### config.mk
export PLATFORM = sky130hd
export DESIGN_NAME = commit_flush_ctrl
export DESIGN_NICKNAME = d
export VERILOG_FILES = /design/src/rtl/commit_flush_ctrl.sv
export SDC_FILE = /design/constraint.sdc
export NUM_CORES = 1
export LEC_CHECK = 0
export ABC_AREA = 1
export CORE_ASPECT_RATIO = 1.5
export CORE_MARGIN = 2
export CORE_UTILIZATION = 30
export DETAILED_ROUTE_END_ITERATION = 6
export SLEW_MARGIN = 10
export SYNTH_ARGS = -nofsm -noshare
export SYNTH_HDL_FRONTEND = slang
export SYNTH_SLANG_ARGS = --single-unit
### constraint.sdc
create_clock -name clk -period 1.4 [get_ports clk]
set_input_delay 0.14 -clock clk [delete_from_list [all_inputs] [get_ports clk]]
set_output_delay 0.14 -clock clk [all_outputs]
set_load 0.01 [all_outputs]
### src/rtl/commit_flush_ctrl.sv
// Purpose : commit-stage flush decision (exception / ERET / branch mispredict) with MIPS delay-slot sequencing.
// Latency : exception/ERET commit at t -> flush_req at t+1; mispredict -> flush_req one cycle after its delay slot commits.
// Backpressure: commit_pause holds commits for the FLUSH and RECOVER cycles; WAIT_DS accepts exactly one more commit.
//
// Ports:
//   clk, rst                    clock, synchronous active-high reset
//   cm_*                        oldest-ROB-entry commit info (valid, pc, branch/mispredict/target, exception/code, eret)
//   cp0_epc                     current CP0 EPC, used as the ERET return target
//   flush_req / commit_pause    to ctrl_commit (flushReq pulse, pauseReq)
//   redirect_valid / redirect_pc  frontend redirect, same cycle as flush_req
//   exc_valid / exc_epc / exc_bd / exc_code  CP0 exception report, same cycle as flush_req
// Optional: define FLUSH_PERF_CNT_EN to add 32-bit perf_mispred_cnt / perf_exc_cnt / perf_eret_cnt outputs.
module commit_flush_ctrl #(
    parameter int              PC_W       = 32,
    parameter logic [PC_W-1:0] EXC_VECTOR = 32'hBFC0_0380
) (
    input  logic            clk,
    input  logic            rst,
    input  logic            cm_valid,
    input  logic [PC_W-1:0] cm_pc,
    input  logic            cm_is_br,
    input  logic            cm_mispred,
    input  logic [PC_W-1:0] cm_target,
    input  logic            cm_exc,
    input  logic [4:0]      cm_exc_code,
    input  logic            cm_eret,
    input  logic [PC_W-1:0] cp0_epc,
    output logic            flush_req,
    output logic            commit_pause,
    output logic            redirect_valid,
    output logic [PC_W-1:0] redirect_pc,
    output logic            exc_valid,
    output logic [PC_W-1:0] exc_epc,
    output logic            exc_bd,
    output logic [4:0]      exc_code
`ifdef FLUSH_PERF_CNT_EN
    ,
    output logic [31:0]     perf_mispred_cnt,
    output logic [31:0]     perf_exc_cnt,
    output logic [31:0]     perf_eret_cnt
`endif
);

    typedef enum logic [1:0] {IDLE, WAIT_DS, FLUSH, RECOVER} state_t;
    typedef enum logic [1:0] {KIND_NONE, KIND_MISPRED, KIND_EXC, KIND_ERET} kind_t;

    state_t          state, nxtState;
    kind_t           kind, nxtKind;
    logic [PC_W-1:0] target, nxtTarget;
    logic [PC_W-1:0] epc, nxtEpc;
    logic            bd, nxtBd;
    logic [4:0]      code, nxtCode;
    logic [PC_W-1:0] brPc, nxtBrPc;
    logic            dsPending, nxtDsPending;
    logic            nxtInFlush;

    // Next-state and next-latch values. Outputs are registered from these so
    // that commit_pause is already high on the first cycle after the trigger.
    always_comb begin
        nxtState     = state;
        nxtKind      = kind;
        nxtTarget    = target;
        nxtEpc       = epc;
        nxtBd        = bd;
        nxtCode      = code;
        nxtBrPc      = brPc;
        nxtDsPending = dsPending;
        case (state)
            IDLE: begin
                if (cm_valid) begin
                    // Any commit consumes a pending delay slot.
                    nxtDsPending = 1'b0;
                    if (cm_exc) begin
                        // Exception in the delay slot of a correctly predicted
                        // branch reports the branch PC with BD set.
                        nxtState  = FLUSH;
                        nxtKind   = KIND_EXC;
                        nxtTarget = EXC_VECTOR;
                        nxtEpc    = dsPending ? brPc : cm_pc;
                        nxtBd     = dsPending;
                        nxtCode   = cm_exc_code;
                    end else if (cm_eret) begin
                        nxtState  = FLUSH;
                        nxtKind   = KIND_ERET;
                        nxtTarget = cp0_epc;
                    end else if (cm_is_br && cm_mispred) begin
                        nxtState  = WAIT_DS;
                        nxtKind   = KIND_MISPRED;
                        nxtTarget = cm_target;
                        nxtBrPc   = cm_pc;
                    end else if (cm_is_br) begin
                        nxtDsPending = 1'b1;
                        nxtBrPc      = cm_pc;
                    end
                end
            end
            WAIT_DS: begin
                if (cm_valid) begin
                    nxtState = FLUSH;
                    if (cm_exc) begin
                        // Delay-slot exception overrides the mispredict redirect.
                        nxtKind   = KIND_EXC;
                        nxtTarget = EXC_VECTOR;
                        nxtEpc    = brPc;
                        nxtBd     = 1'b1;
                        nxtCode   = cm_exc_code;
                    end
                end
            end
            FLUSH:   nxtState = RECOVER;
            RECOVER: begin
                nxtState = IDLE;
                nxtKind  = KIND_NONE;
            end
            default: nxtState = IDLE;
        endcase
    end

    assign nxtInFlush = (nxtState == FLUSH);

    always_ff @(posedge clk) begin
        if (rst) begin
            state          <= IDLE;
            kind           <= KIND_NONE;
            target         <= '0;
            epc            <= '0;
            bd             <= 1'b0;
            code           <= '0;
            brPc           <= '0;
            dsPending      <= 1'b0;
            flush_req      <= 1'b0;
            commit_pause   <= 1'b0;
            redirect_valid <= 1'b0;
            redirect_pc    <= '0;
            exc_valid      <= 1'b0;
            exc_epc        <= '0;
            exc_bd         <= 1'b0;
            exc_code       <= '0;
        end else begin
            state          <= nxtState;
            kind           <= nxtKind;
            target         <= nxtTarget;
            epc            <= nxtEpc;
            bd             <= nxtBd;
            code           <= nxtCode;
            brPc           <= nxtBrPc;
            dsPending      <= nxtDsPending;
            flush_req      <= nxtInFlush;
            redirect_valid <= nxtInFlush;
            redirect_pc    <= nxtInFlush ? nxtTarget : '0;
            exc_valid      <= nxtInFlush && (nxtKind == KIND_EXC);
            exc_epc        <= (nxtInFlush && nxtKind == KIND_EXC) ? nxtEpc : '0;
            exc_bd         <= nxtInFlush && (nxtKind == KIND_EXC) && nxtBd;
            exc_code       <= (nxtInFlush && nxtKind == KIND_EXC) ? nxtCode : '0;
            commit_pause   <= nxtInFlush || (nxtState == RECOVER);
        end
    end

`ifdef FLUSH_PERF_CNT_EN
    always_ff @(posedge clk) begin
        if (rst) begin
            perf_mispred_cnt <= '0;
            perf_exc_cnt     <= '0;
            perf_eret_cnt    <= '0;
        end else if (state == FLUSH) begin
            if (kind == KIND_MISPRED) perf_mispred_cnt <= perf_mispred_cnt + 32'd1;
            if (kind == KIND_EXC)     perf_exc_cnt     <= perf_exc_cnt + 32'd1;
            if (kind == KIND_ERET)    perf_eret_cnt    <= perf_eret_cnt + 32'd1;
        end
    end
`endif

    // The commit stage must honour commit_pause; a commit here is dropped.
    noCommitDuringFlush: assert property (@(posedge clk) disable iff (rst)
        !(cm_valid && (state == FLUSH || state == RECOVER)));

endmodule

==> flow_metrics.tcl <==
set metrics [dict create \
    status "finished, violations left" \
    violations "setup timing" \
    syn-num-nets 1196 \
    min_path_type "input port to register" \
    ant_nets 0 \
    dieHeight_um 197 \
    n_antenna_cell 0 \
    vdd_drop_max_mv 0.896 \
    fmax_ghz 0.679 \
    async_flop_share_pct 0 \
    rr_worst_depth 11 \
    clk_latency_ps 430 \
    power_density_mw_per_mm2 1160 \
    drive_above_1_share_pct 14.8 \
    hp-start "rst" \
    ys_types 24 \
    internal_power_mw 9.39 \
    cts_tree "built" \
    routabilityCongestion 0.807 \
    grt-ovfl-total 0 \
    antenna_found_initial 0 \
    wl_per_cell_um 14.2 \
    root_buffer "clkbuf_16" \
    drv_slew 0 \
    tightestPinTransition_ps 476 \
    power.leakage_nw 5.24 \
    wl_um 23400 \
    synth_ff_type "dfxtp_1" \
    initial_core_util_pct 30.5 \
    synth_common_cells "nand2_1, dfxtp_1, nor2_1, inv_1, a21oi_1" \
    cp_data_arrival_time_ps 1800 \
    ys_seq_area_share_pct 48.6 \
    dieWidth_um 132 \
    grt_max_degree 50 \
    maxCapViolations 0 \
    clock_skew_ps 7.83 \
    period_share_pct 105 \
    synth_warnings 0 \
    critPathLaunchType "register" \
    p_comb_share_pct 19.1 \
    period_needed_ps 1470 \
    placementRows 70 \
    synth_area_mm2 0.00742 \
    drt_iter0_drc 355 \
    worstSetupEndpointType "register" \
    worst_slack_ps -72.2 \
    nets 1413 \
    avgViaCountPerCell 4.48 \
    switching_power_mw 3.39 \
    synth_area_leaders "dfxtp_1, nand2_1, nor2_1, a21oi_1, inv_1" \
    ios 182 \
    place_worst_setup_slack_ps -493 \
    swShare_pct 26.5 \
    synth-seq-cells 180 \
    grt.total_usage_pct 17.8 \
    power_frac_clock_pct 38.1 \
    dr_total_vias 7349 \
    utilization_pct 45.3 \
    pwr-share-seq_pct 42.9 \
    synth_top_area_share_pct 48.6 \
    finalSetupViolCount 70 \
    cts_buffers 17 \
    dp_hpwl_um 15200 \
    slew_headroom_pct 68.3 \
    critical_path_class "register to register" \
    dr.pass1.iters 4 \
    required_ps 1730 \
    port_buffers 181 \
    synth.most_common_cell "nand2_1" \
    clock_sinks 180 \
    drc 0 \
    core_mm2 0.0243 \
    first_global_vias 7284 \
    synth_top_cell_by_area "dfxtp_1" \
    hold_violations 0 \
    htreeDepth 4 \
    r2r-start "state[0]" \
    r2r_slack_ps -70 \
    whs_ps 140 \
    r2r_end "exc_epc[19]" \
    grt_pass1_wl_um 37000 \
    layout-area-overhead-vs-synth_pct 48.6 \
    clk_path_buf_depth 2 \
    syn_area_per_cell_um2 6.82 \
    holdPathEnd "target[26]" \
    synth_edf_count 0 \
    crit_fanout 12 \
    path_clk_slew_ps 70 \
    synthCells 1088 \
    die-area_mm2 0.0260 \
    hold_depth 4 \
    rsz0062_at_grt "yes" \
]
[power by group through the flow]
stage	Clock (mW)	Sequential, mW	Combinational (mW)
after global placement	0	5.59	2.12
after CTS	5.02	5.47	2.20
after detailed placement	0	5.59	2.14
after global routing	5.23	5.50	2.71
final	4.86	5.48	2.44
after floorplan	0	5.60	1.12
[per-stage QoR]
stage	setup TNS, ps	area, µm²	cells	power, mW
floorplan	-9.70	7420	1088	6.72
global placement	-56380	9930	1591	7.70
detailed placement	-60490	9930	1591	7.73
CTS	-1020	10600	1630	12.7
global route	-12630	11000	1640	13.4
finish	-2710	11000	1640	12.8
[how the worst max path moves through the flow]
stage	from	endpoint	slack [ps]	depth (start not counted)
after floorplan	state[0]	exc_valid	-10	11
after global placement	cm_exc	exc_epc[0]	-480	9
after detailed placement	cm_exc	exc_epc[0]	-490	9
after CTS	state[0]	exc_valid	-40	11
after global routing	state[0]	exc_epc[13]	-180	11
final	state[0]	exc_epc[19]	-70	11
[flip-flops by register name (all words and copies together) (netlist names), 2 cells and up]
name / count
brPc: 32
code: 5
epc: 32
exc_code: 5
exc_epc: 32
kind: 2
redirect_pc: 32
state: 2
target: 32
[metal layers]
metal / vias to the layer above / track usage (%) / share of wire [%]
met5: - / 0 / 0
met4: 0 / 6.17 / 1.6
met3: 25 / 3.96 / 4.4
met2: 173 / 33.3 / 53
met1: 3379 / 19.7 / 41
li1: 3772 / - / -
[logic make-up (layout without fill, tap and decap cells)]
logic type	Yosys count	count (layout)	share of synthesized area (%)
simple gates	585	585	30.9
flops	180	180	48.6
buf+inv	167	395	9.35
compound gates	156	156	11.2
[timing repair]
item / 4_1_cts / 5_1_grt
setup buffers: 7 / 7
gates cloned: 2 / 6
resized for setup: 92 / 84
pin swaps: 11 / 18
hold buffers: 0 / 0
endpoints found under the setup margin: 141 / 139
[critical path, cell delays in order, from the launching register on]
cell	delay (ps)
dfxtp_2	320
buf_6	130
nor2_4	160
nand2_2	90
inv_2	70
nand2_2	50
nand2_2	60
nor2_2	50
nand2_4	100
buf_12	140
buf_16	140
nor2_1	50
[cell usage in the layout, fill, tap and decap left out, drive strengths merged, types with 4 or more instances in the layout]
cell type,synthesis,routed
nor2,178,178
or2,15,15
clkbuf,23,25
buf,36,73
nand2,365,365
clkinvlp,0,4
dlygate4sd2,0,75
clkdlybuf4s50,0,105
o21ai,51,51
dfxtp,180,180
inv,106,107
o211ai,11,11
a21oi,90,90
nand3,26,26
[area by class of cell]
class,count,area (µm²)
clock inverter,9,130
fill,2530,13300
sequential,180,3610
inverter,108,408
multi-input combinational,741,3400
timing repair buffer,257,2610
tap,324,405
clock buffer,21,460
Power figures use the tool's default switching activity.
